### src/rtl/segment_scan_rx.sv
// -----------------------------------------------------------------------------
// segment_scan_rx
// Readback receiver for a multiplexed 4-digit seven-segment display. It watches
// the segment bus and the one-hot digit strobes, filters each digit's pattern
// through a run-length stability filter, and decodes committed glyphs back to
// the 6-bit character codes 'h00-'h23 (0-9, A-Z).
//
// Optional feature: define SEGMENT_SCAN_RX_TIMEOUT_EN to add a per-digit scan
// watchdog that drops o_vld[d] after p_timeout cycles without selection.
// Without the macro p_timeout is ignored and valids stay set until reset/clear.
//
// Parameters
//   p_stable   identical samples of a digit needed to commit (>= 1)
//   p_timeout  unselected cycles before a digit's valid drops (watchdog only)
// Ports
//   i_clk       system clock, rising edge
//   i_rst       asynchronous reset, active low
//   i_dig       one-hot digit select
//   i_sgmnt     segment pattern, bit0 = a ... bit6 = g, active-high lit
//   i_clr       synchronous clear of all state, wins over a same-cycle sample
//   o_val       committed code per digit
//   o_vld       per-digit committed-code valid
//   o_err       per-digit: last committed pattern is not a legal glyph
//   o_upd       one-cycle pulse when a commit changed a digit's visible state
//   o_scan_err  sticky: a select with more than one bit set was seen
// -----------------------------------------------------------------------------
module segment_scan_rx #(
   parameter int p_stable  = 4,
   parameter int p_timeout = 1_000_000
) (
   input  logic            i_clk,
   input  logic            i_rst,
   input  logic [3:0]      i_dig,
   input  logic [6:0]      i_sgmnt,
   input  logic            i_clr,
   output logic [3:0][5:0] o_val,
   output logic [3:0]      o_vld,
   output logic [3:0]      o_err,
   output logic            o_upd,
   output logic            o_scan_err
);

   localparam int CW = $clog2(p_stable + 1);
   localparam logic [CW-1:0] CNT_MAX = CW'(p_stable);
   localparam logic [CW-1:0] CNT_PRE = CW'(p_stable - 1);
   localparam logic [CW-1:0] CNT_ONE = CW'(1);

   if (p_stable < 1 || p_timeout < 1) begin : g_bad_param
      $error("segment_scan_rx: p_stable and p_timeout must be >= 1");
   end

   // Character font shared with the display encoder: code -> segment pattern.
   // Several letters reuse a digit glyph (O=0, S=5, Z=2, X=H).
   function automatic logic [6:0] seg_font(input logic [5:0] code);
      case (code)
         6'd0:  return 7'h3F;  6'd1:  return 7'h06;  6'd2:  return 7'h5B;
         6'd3:  return 7'h4F;  6'd4:  return 7'h66;  6'd5:  return 7'h6D;
         6'd6:  return 7'h7D;  6'd7:  return 7'h07;  6'd8:  return 7'h7F;
         6'd9:  return 7'h6F;  6'd10: return 7'h77;  6'd11: return 7'h7C;
         6'd12: return 7'h39;  6'd13: return 7'h5E;  6'd14: return 7'h79;
         6'd15: return 7'h71;  6'd16: return 7'h3D;  6'd17: return 7'h76;
         6'd18: return 7'h30;  6'd19: return 7'h1E;  6'd20: return 7'h75;
         6'd21: return 7'h38;  6'd22: return 7'h37;  6'd23: return 7'h54;
         6'd24: return 7'h3F;  6'd25: return 7'h73;  6'd26: return 7'h67;
         6'd27: return 7'h50;  6'd28: return 7'h6D;  6'd29: return 7'h78;
         6'd30: return 7'h3E;  6'd31: return 7'h1C;  6'd32: return 7'h2A;
         6'd33: return 7'h76;  6'd34: return 7'h6E;  6'd35: return 7'h5B;
         default: return 7'h00;
      endcase
   endfunction

   // Inverse font: returns {legal, code}. Scanning from the top down lets the
   // lowest matching code win for shared glyphs. A blank pattern is never legal.
   function automatic logic [6:0] seg_decode(input logic [6:0] pat);
      logic [6:0] r;
      r = 7'h00;
      for (int c = 35; c >= 0; c--) begin
         if (pat != 7'h00 && seg_font(6'(c)) == pat) r = {1'b1, 6'(c)};
      end
      return r;
   endfunction

   logic [6:0]    cand [4];
   logic [CW-1:0] cnt  [4];

   logic       multi;
   logic [6:0] dec;
   logic [3:0] hit, same, commit, chg;

`ifdef SEGMENT_SCAN_RX_TIMEOUT_EN
   localparam int TW = $clog2(p_timeout + 1);
   localparam logic [TW-1:0] TO_MAX = TW'(p_timeout);
   localparam logic [TW-1:0] TO_PRE = TW'(p_timeout - 1);
   localparam logic [TW-1:0] TO_ONE = TW'(1);

   logic [TW-1:0] idle [4];
   logic [3:0]    to_hit;
`endif

   always_comb begin
      // x & (x-1) is nonzero exactly when two or more bits are set.
      multi  = |(i_dig & (i_dig - 4'd1));
      dec    = seg_decode(i_sgmnt);
      hit    = '0;
      same   = '0;
      commit = '0;
      chg    = '0;
      for (int d = 0; d < 4; d++) begin
         hit[d]    = i_dig[d] & ~multi;
         same[d]   = (i_sgmnt == cand[d]);
         // A new pattern starts its run at 1, so it commits at once when p_stable is 1.
         commit[d] = hit[d] & (same[d] ? (cnt[d] == CNT_PRE) : (p_stable == 1));
         chg[d]    = commit[d] & (~o_vld[d] |
                                  (dec[6] ? ((dec[5:0] != o_val[d]) | o_err[d]) : ~o_err[d]));
      end
   end

`ifdef SEGMENT_SCAN_RX_TIMEOUT_EN
   always_comb begin
      to_hit = '0;
      for (int d = 0; d < 4; d++) begin
         to_hit[d] = ~hit[d] & (idle[d] == TO_PRE);
      end
   end
`endif

   always_ff @(posedge i_clk or negedge i_rst) begin
      if (!i_rst) begin
         o_val      <= '0;
         o_vld      <= '0;
         o_err      <= '0;
         o_upd      <= 1'b0;
         o_scan_err <= 1'b0;
         for (int d = 0; d < 4; d++) begin
            cand[d] <= '0;
            cnt[d]  <= '0;
`ifdef SEGMENT_SCAN_RX_TIMEOUT_EN
            idle[d] <= '0;
`endif
         end
      end else if (i_clr) begin
         o_val      <= '0;
         o_vld      <= '0;
         o_err      <= '0;
         o_upd      <= 1'b0;
         o_scan_err <= 1'b0;
         for (int d = 0; d < 4; d++) begin
            cand[d] <= '0;
            cnt[d]  <= '0;
`ifdef SEGMENT_SCAN_RX_TIMEOUT_EN
            idle[d] <= '0;
`endif
         end
      end else begin
         o_upd <= |chg;
         if (multi) o_scan_err <= 1'b1;
         for (int d = 0; d < 4; d++) begin
            if (hit[d]) begin
               if (!same[d]) begin
                  cand[d] <= i_sgmnt;
                  cnt[d]  <= CNT_ONE;
               end else if (cnt[d] != CNT_MAX) begin
                  cnt[d]  <= cnt[d] + CNT_ONE;
               end
               if (commit[d]) begin
                  o_vld[d] <= 1'b1;
                  if (dec[6]) begin
                     o_val[d] <= dec[5:0];
                     o_err[d] <= 1'b0;
                  end else begin
                     o_err[d] <= 1'b1;
                  end
               end
            end
`ifdef SEGMENT_SCAN_RX_TIMEOUT_EN
            if (hit[d]) begin
               idle[d] <= '0;
            end else if (idle[d] != TO_MAX) begin
               idle[d] <= idle[d] + TO_ONE;
            end
            // Starved digit: drop valid and restart its run, keep the last code.
            if (to_hit[d]) begin
               o_vld[d] <= 1'b0;
               cnt[d]   <= '0;
            end
`endif
         end
      end
   end

endmodule
### config.mk
export PLATFORM = sky130hd
export DESIGN_NAME = segment_scan_rx
export DESIGN_NICKNAME = d
export VERILOG_FILES = /design/src/rtl/segment_scan_rx.sv
export SDC_FILE = /design/constraint.sdc
export NUM_CORES = 1
export LEC_CHECK = 0
export ABC_AREA = 1
export CORE_MARGIN = 8
export CORE_UTILIZATION = 60
export DETAILED_ROUTE_END_ITERATION = 7
export GPL_TIMING_DRIVEN = 0
export PLACE_DENSITY_LB_ADDON = 0.15
export SYNTH_ARGS = -nofsm -noshare
export SYNTH_HDL_FRONTEND = slang
export SYNTH_SLANG_ARGS = --single-unit
### constraint.sdc
create_clock -name i_clk -period 3.58 [get_ports i_clk]
set_clock_uncertainty 0.1 [all_clocks]
set_input_delay 0.895 -clock i_clk [delete_from_list [all_inputs] [get_ports i_clk]]
set_output_delay 0.895 -clock i_clk [all_outputs]
set_load 0.005 [all_outputs]
Word-level counts from Yosys, hierarchy flattened
Index checks and enable logic that the tools add are counted.
- register bits: 74
- input bits: 14
- output and inout port bits: 34
- logic and storage cells: 268
- add/sub/neg operators: 5
- equality and inequality tests: 56
- muxes and demuxes: 94
- bitwise operators: 30
- reduce and logical (&&, ||, !) cells: 61
- operators with widths (kind ; count):
    two-way mux 7 bit ; 40
    == test 7 bit (first input constant) ; 20
    == test 6 x 7 -> 1 bit (first input constant) ; 8
    two-way mux 6 bit ; 9
    two-way mux 3 bit ; 12
    logical AND 1 bit ; 32
    == test 7 bit ; 4
    two-way mux 1 bit ; 28
    two-way mux 28 bit ; 1
    two-way mux 24 bit ; 1
    != test 6 bit ; 4
    AND reduction 2 bit ; 12
    nonzero test 2 bit ; 10
    == test 3 x 7 -> 1 bit (first input constant) ; 2
    == test 5 x 7 -> 1 bit (first input constant) ; 2
    adder 3 x 1 -> 3 bit (second input constant) ; 4
    bitwise AND 1 bit ; 12
    == test 3 x 2 -> 1 bit (second input constant) ; 4
    two-way mux 12 bit ; 1
    != test 3 x 2 -> 1 bit (second input constant) ; 4
    != test 3 bit (second input constant) ; 4
    AND reduction 3 bit ; 4
    inverter 1 bit ; 9
    two-way mux 4 bit ; 2
    6 further kinds ; 17

Longest topological paths before layout
Gate-level depths: netlist of run 1.
- depth after elaboration: 41
- gate-level depth with buffers: 22
- mapped depth without buffers: 21

Worst setup path before layout of run 1
No wires, ideal clock.
- kind: input to register
- from: in i_sgmnt[4]
- to: reg o_upd
- library setup time: 0.132 ns
- arrival time: 2.512 ns
- data required time: 3.348 ns
- slack: 0.836 ns
- cell stages on the path: 21
- buffers on the path: 1
- cells stage by stage: buf_4 > nand2_2 > nor2_1 > nand2_1 > and2_1 > nand3_1 > nor2_2 > nand2_4 > inv_2 > nand2_1 > nand3_1 > nor2_1 > nand2_1 > nor2_1 > nand3_1 > nand2_1 > nand2_1 > nand2_1 > nand2_1 > nor2_1 > nor2_1
- word-level cells in the longest chain between the ends: 41
- elaborated cells on any way between the ends: 131
- those cells by class: 40 x eq/ne; 41 x mux; 16 x bitwise; 34 x reduce/logical
- RTL lines (item ; line ; RTL):
    start: declaration ; 34 ; input logic [6:0] i_sgmnt,
    == test 7 bit / nonzero test 7 bit (equally long branches) ; 78 ; if (pat != 7'h00 && seg_font(6'(c)) == pat) r = {1'b1, 6'(c)};
    logical AND 1 bit ; 78 ;
    two-way mux 7 bit (32 in series) ; 78 ;
    != test 6 bit ; 114 ; (dec[6] ? ((dec[5:0] != o_val[d]) | o_err[d]) : ~o_err[d]));
    OR 1 bit ; 114 ;
    two-way mux 1 bit ; 114 ;
    OR 1 bit ; 113 ; chg[d] = commit[d] & (~o_vld[d] |
    bitwise AND 1 bit ; 113 ;
    OR reduction 4 bit * ; 155 ; o_upd <= |chg;
    two-way mux 1 bit * ; 141 ; end else if (i_clr) begin
    end signal: assignment ; 155 ;
    end: declaration ; 39 ; output logic o_upd,
Every way passes the cells marked *; elsewhere a longest branch is shown, timed or not.
A chain may end at the register's enable or synchronous reset.

Worst setup path after layout of run 1
- from: in i_sgmnt[6]
- to: reg o_upd
The elaborated chain is that of the path after synthesis.

==> reports/metrics.yaml, run 1 <==
status: "finished, final reports clean"
port_buffers: 41
synth_cell_type_count: 34
cts.path.max_buffers: 2
critPathKind: "input port to flop"
drc_errors: 0
crit_path_end_kind: "flop"
synthTopCellsByCount: "nand2_1 (145), dfrtp_1 (74), inv_1 (70)"
setup_violations: 0
grt_max_degree: 40
cts_root_buf: "clkbuf_8"
rr_worst_depth: 6
max_slew_margin_pct: 53.9
cp-start-kind: "input port"
yosys.area.top_type_share_pct: 40.5
htree_levels: 3
fin_cells: 756
grt_pass1_wl_mm: 18.2
ant_nets: 0
nets: 677
dp_hpwl_mm: 8.63
fmax_mhz: 308
syn_avg_cell_area_um2: 7.65
tightest_slew_ns: 0.692
drive_gt1_share_pct: 9.79
grt_overflow: 0
cts_hold_buf: 0
fp-row-count: 32
synth_enable_flop_cells: 0
synth_nets: 624
synth_seq_cells: 74
vias: 3972
clockPowerShare_pct: 31.8
ir_drop_uv: 197
slew_violations: 0
synth_area_leaders: "dfrtp_1 (40%), nand2_1 (12%), xor2_1 (7.5%)"
wl_per_cell_um: 14.6
die_area_um2: 10700
p_switching_w: 0.000586
netlist_instances: 598
cts.clk_slew.worst_paths_ns: 0.07
io-pin-count: 48
synth.most_common_cell: "nand2_1"
required_ns: 3.70
dpl_cell_area_um2: 5130
timing_hold_violations_final: 0
synth_ff_type: "dfrtp_1"
async_flop_share_pct: 100
cts.sinks: 74
synth_seq_area_share_pct: 40.5
cts_tree: "built"
max_cap_violations: 0
cts-buffers-inserted: 9
clk_latency_ns: 0.35
path_max_fanout: 10
rsz0062_at_grt: "no"
wirelength_mm: 11.1
yosysTopAreaCell: "dfrtp_1"
power_density_nw_per_um2: 367
postLayoutCellArea_um2: 5310
syn_to_final_growth_pct: 16.0
p_total_w: 0.00195
grt_pass1_vias: 3902
vias_per_cell: 5.25
comb_power_share_pct: 20.2
yosysWarnings: 0
gp_congestion: 0.917
initial_core_util_pct: 60.5
placed_cells: 742
die_h_um: 103
power.share.switching_pct: 30.1
hold_class: "input port to async pin"
antenna_cells: 0
grtUsageTotal_pct: 22.1
power_leakage_nw: 2.59
p_int_w: 0.00136
period_minus_slack_ns: 3.25
p_seq_share_pct: 48.0
first_pass_iters: 5
mappedNetlistArea_um2: 4580
antenna_found_initial: 0
drtIter0Drc: 249
fin_crit_sh_pct: 90.8
die_w_um: 103
core_area_um2: 7570
arrival_ns: 3.37
-- worst max-delay path, stage by stage --
cell,delay [ns]
clkdlybuf4s50_1,0.60
buf_6,0.19
nor2_1,0.10
nand2_1,0.07
nand2_1,0.09
nor3_4,0.30
nand2_2,0.15
nand2_1,0.09
nand3_1,0.13
nor2_1,0.13
nand2_1,0.05
nor2_1,0.11
nand3_1,0.10
nand2_1,0.08
nand2_1,0.05
nand2_1,0.05
nand2_1,0.05
nor2_1,0.09
nor2_1,0.05
-- worst paths after layout --
kind,from,endpoint,slack [ns]
setup / recovery,i_sgmnt[6],o_upd$_DFF_PN0_,0.33
hold / removal,i_rst,cnt[10]$_DFFE_PN0P_,0.40
setup reg to reg,cand[12]$_DFFE_PN0P_,cand[12]$_DFFE_PN0P_,1.38
hold reg to reg,cand[15]$_DFFE_PN0P_,cand[15]$_DFFE_PN0P_,0.40
max in group asynchronous,i_rst,cand[25]$_DFFE_PN0P_,2.41
min in group i_clk,cand[15]$_DFFE_PN0P_,cand[15]$_DFFE_PN0P_,0.40
-- layer usage --
metal	global-route usage, %	vias up	wire length [um]
met5	0	-	0
met4	6.79	0	108
met3	4.42	10	604
met2	35.4	100	5240
met1	29.5	1856	5110
li1	-	2006	-
-- metrics by stage --
step	utilization (%)	hold slack [ns]	setup TNS, ns	setup slack [ns]
2_1_floorplan	-	0.372	0	0.836
4_1_cts	70.1	0.410	0	0.306
3_3_place_gp	67.6	0.384	-74.38	-1.01
5_1_grt	70.1	0.427	0	0.0652
6_report	70.1	0.401	0	0.329
3_5_place_dp	67.8	0.393	-0.0413	-0.0413
-- power by group through the flow --
stage / clock network, W / registers (W) / logic (W)
global route: 0.000665 / 0.000941 / 0.000439
CTS: 0.000636 / 0.000934 / 0.000394
detailed placement: 0 / 0.000951 / 0.000391
floorplan: 0 / 0.000945 / 0.000246
finish: 0.000619 / 0.000935 / 0.000392
global placement: 0 / 0.000949 / 0.000379
-- state kept, by name (all words and copies together) (netlist names) --
| register | count |
|---|---|
| cand | 28 |
| cnt | 12 |
| o_err | 4 |
| o_scan_err | 1 |
| o_upd | 1 |
| o_val | 24 |
| o_vld | 4 |
-- layout by cell type, fill, tap and decap left out, types with 6 or more instances in the layout --
cell             instances
dfrtp_1                 74
nand3_1                 32
clkbuf_1                 9
inv_1                   70
clkbuf_8                 9
a21oi_1                 16
clkdlybuf4s50_1         40
xor2_1                  39
buf_4                    7
o21ai_0                 46
nor2_2                   8
nand4_1                 12
inv_2                   14
nor2_1                  49
nand2_1                144
nand2_2                  6
ha_1                    12
nor3_1                   8
o21ai_1                 18
-- cell families (layout without fill, tap and decap cells) --
kind of cell    Yosys count  count (layout)  share of synthesized area (%)
fa+ha+maj                12              12                           3.28
flops                    74              74                           40.5
xor+xnor                 42              42                           8.04
simple gates            278             278                           27.8
compound gates           89              89                           10.6
buf+inv                 103             159                           9.76
-- timing repair --
item	4_1_cts	5_1_grt
setup endpoints to repair	0	1
resized for setup	0	1
buffers inserted	0	0
-- final cells by class --
cell class	instances	area, um2
Buffer	18	128
Inverter	85	319
Sequential cell	74	1850
Clock inverter	3	42.5
Fill cell	619	2260
Timing Repair Buffer	42	428
Tap cell	102	128
Multi-Input combinational cell	421	2280
Clock buffer	11	131
(Power assumes the default switching activity.)
==> inputs of run 2 (changes only) <==
--- a/config.mk
+++ b/config.mk
@@ -6,7 +6,6 @@
 export NUM_CORES = 1
 export LEC_CHECK = 0
 export ABC_AREA = 1
-export CORE_MARGIN = 8
 export CORE_UTILIZATION = 60
 export DETAILED_ROUTE_END_ITERATION = 7
 export GPL_TIMING_DRIVEN = 0
==> run 2 against run 1 <==
Compared with the run above:
- combinational power about the same
- largest cell class unchanged
- sequential power about the same
- non-clock buffer count unchanged
- utilization increased by 3.2 points
- critical endpoint unchanged
- critical path depth decreased by 2
==> reports/metrics.yaml, run 2 (synthesized netlist as in run 1, its figures left out) <==
cts.sinks: 74  # unchanged
nets: 677  # unchanged
cp-start-kind: "input port"  # unchanged
cts_root_buf: "clkbuf_8"  # unchanged
r2r_setup_slack_ns: 1.35  # was 1.38 ns
die_area_um2: 7980  # was 10700 um2
r2r-end: "cand[13]$_DFFE_PN0P_"  # was cand[12]$_DFFE_PN0P_
path_max_fanout: 10  # unchanged
final_common_cell: "nand2_1"  # unchanged
cts.clk_slew.worst_paths_ns: 0.08  # was 0.07 ns
fillers: 569  # was 619
wl_per_cell_um: 14.4  # was 14.6 um
setup_violations: 0  # unchanged
ant_nets: 0  # unchanged
antenna_found_initial: 0  # unchanged
wirelength_mm: 10.9  # was 11.1 mm
p_total_w: 0.00214  # was 0.00195 W
pre_cts_slack_ns: 0.00465  # was -0.0413 ns
slew_violations: 0  # unchanged
crit_chain: "clkdlybuf4s50_1, buf_6, nor2_1, nand2_1, nand2_1, a31oi_1, nand3_2, xor2_1, nand3b_1, nor2_1, nand3_1, nand2_1, nand2_1, nand2_1, nand2_1, nor2_1, nor2_1"  # was clkdlybuf4s50_1, buf_6, nor2_1, nand2_1, nand2_1, nor3_4, nand2_2, nand2_1, nand3_1, nor2_1, nand2_1, nor2_1, nand3_1, nand2_1, nand2_1, nand2_1, nand2_1, nor2_1, nor2_1
drive_gt1_share_pct: 9.91  # was 9.79%
slowest_stage: "clkdlybuf4s50_1"  # unchanged
io-pin-count: 48  # unchanged
r2r-start: "cand[12]$_DFFE_PN0P_"  # unchanged
gp_congestion: 0.906  # was 0.917
status: "finished, final reports clean"  # unchanged
layout.area.seq_um2: 1850  # unchanged
timing_hold_violations_final: 0  # unchanged
rr_worst_depth: 7  # was 6
hold-worst-slack_ns: 0.215  # was 0.401 ns
grt_pass1_vias: 3767  # was 3902
grt_pass1_wl_mm: 18.0  # was 18.2 mm
drc_errors: 0  # unchanged
vias_per_cell: 5.38  # was 5.25
max_cap_violations: 0  # unchanged
fin_crit_sh_pct: 90.1  # was 90.8%
fin_ws_ns: 0.354  # was 0.329 ns
cts_setup_buffers: 0  # unchanged
max_stage_delay_ns: 0.59  # was 0.60 ns
vias: 4063  # was 3972
rsz0062_at_grt: "no"  # unchanged
fp-row-count: 31  # was 32
largest-register: "cand"  # unchanged
finish.utilization_pct: 73.4  # was 70.1%
tightest_slew_ns: 0.684  # was 0.692 ns
arrival_ns: 3.35  # was 3.37 ns
grt_overflow: 0  # unchanged
cts_tree: "built"  # unchanged
htree_levels: 3  # unchanged
cts.path.max_buffers: 2  # unchanged
first_pass_iters: 5  # unchanged
die_h_um: 89.3  # was 103 um
cts_hold_buf: 0  # unchanged
clk_latency_ns: 0.36  # was 0.35 ns
die_w_um: 89.3  # was 103 um
cp_common_cell: "nand2_1"  # unchanged
largestRegisters: "cand: 28 flops, o_val: 24 flops, cnt: 12 flops"  # unchanged
initial_core_util_pct: 62.4  # was 60.5%
required_ns: 3.70  # about the same
grt_max_degree: 74  # was 40
syn_to_final_growth_pct: 17.6  # was 16.0%
max_slew_margin_pct: 54.4  # was 53.9%
critPathKind: "input port to flop"  # unchanged
ir_drop_uv: 217  # was 197 uV
drtIter0Drc: 343  # was 249
dp_hpwl_mm: 8.09  # was 8.63 mm
multi_input_area_um2: 2280  # about the same
cts-resized-gates: 0  # unchanged
cts-buffers-inserted: 9  # unchanged
grtUsageTotal_pct: 29.9  # was 22.1%
core_area_um2: 7330  # was 7570 um2
largest_register_ffs: 28  # unchanged
antenna_cells: 0  # unchanged
power_leakage_nw: 2.63  # was 2.59 nW
period_minus_slack_ns: 3.23  # was 3.25 ns
final_cell_mix: "nand2_1 (145), dfrtp_1 (74), inv_1 (70)"  # was nand2_1 (144), dfrtp_1 (74), inv_1 (70)
power_density_nw_per_um2: 397  # was 367 nW/um2
crit_path_end_kind: "flop"  # unchanged
port_buffers: 41  # unchanged
fmax_mhz: 310  # was 308 MHz
hold_class: "input port to async pin"  # unchanged
[run 2: power by group]
group          internal (W)  switching (W)  total [W]
sequential         0.000891      0.0000435   0.000935
combinational      0.000156       0.000237   0.000393
clock              0.000484       0.000326   0.000810
[run 2: worst max-delay path by stage]
stage                           from              endpoint  slack, ns  depth (start not counted)
final                     i_sgmnt[6]       o_upd$_DFF_PN0_       0.35                         17
after CTS                 i_sgmnt[6]       o_upd$_DFF_PN0_       0.37                         19
after floorplan           i_sgmnt[4]       o_upd$_DFF_PN0_       0.84                         21
after global routing      i_sgmnt[6]       o_upd$_DFF_PN0_       0.02                         19
after detailed placement  i_sgmnt[6]  o_val[8]$_DFFE_PN0P_      0.005                         15
after global placement         i_rst  o_val[3]$_DFFE_PN0P_       -1.0                          1
[run 2: worst max-delay path, delay by kind of cell]
kind,cells,cell delay (ns)
buf+inv,2,0.78
xor+xnor,1,0.18
simple gates,13,1.20
compound gates,1,0.28
[run 2: area by class of cell]
cell class	count	share of cell area, %
Timing Repair Buffer	42	8.09
Buffer	18	2.37
Clock buffer	12	2.70
Tap cell	99	2.30
Inverter	85	5.93
Multi-Input combinational cell	421	42.3
Sequential cell	74	34.4
Clock inverter	4	1.84
[run 2: per-stage QoR]
step / cells / instance area [um2] / TNS [ns]
2_1_floorplan: 598 / 4580 / 0
3_3_place_gp: 738 / 5110 / -73.58
3_5_place_dp: 739 / 5130 / 0
4_1_cts: 755 / 5380 / 0
5_1_grt: 755 / 5380 / 0
6_report: 755 / 5380 / 0
[run 2: metal layers]
| layer | routed length [um] | up-vias | GRT usage, % |
|---|---|---|---|
| li1 | - | 2014 | - |
| met1 | 5060 | 1891 | 42.3 |
| met2 | 5000 | 139 | 46.8 |
| met3 | 621 | 19 | 5.36 |
| met4 | 206 | 0 | 9.09 |
| met5 | 0 | - | 0 |
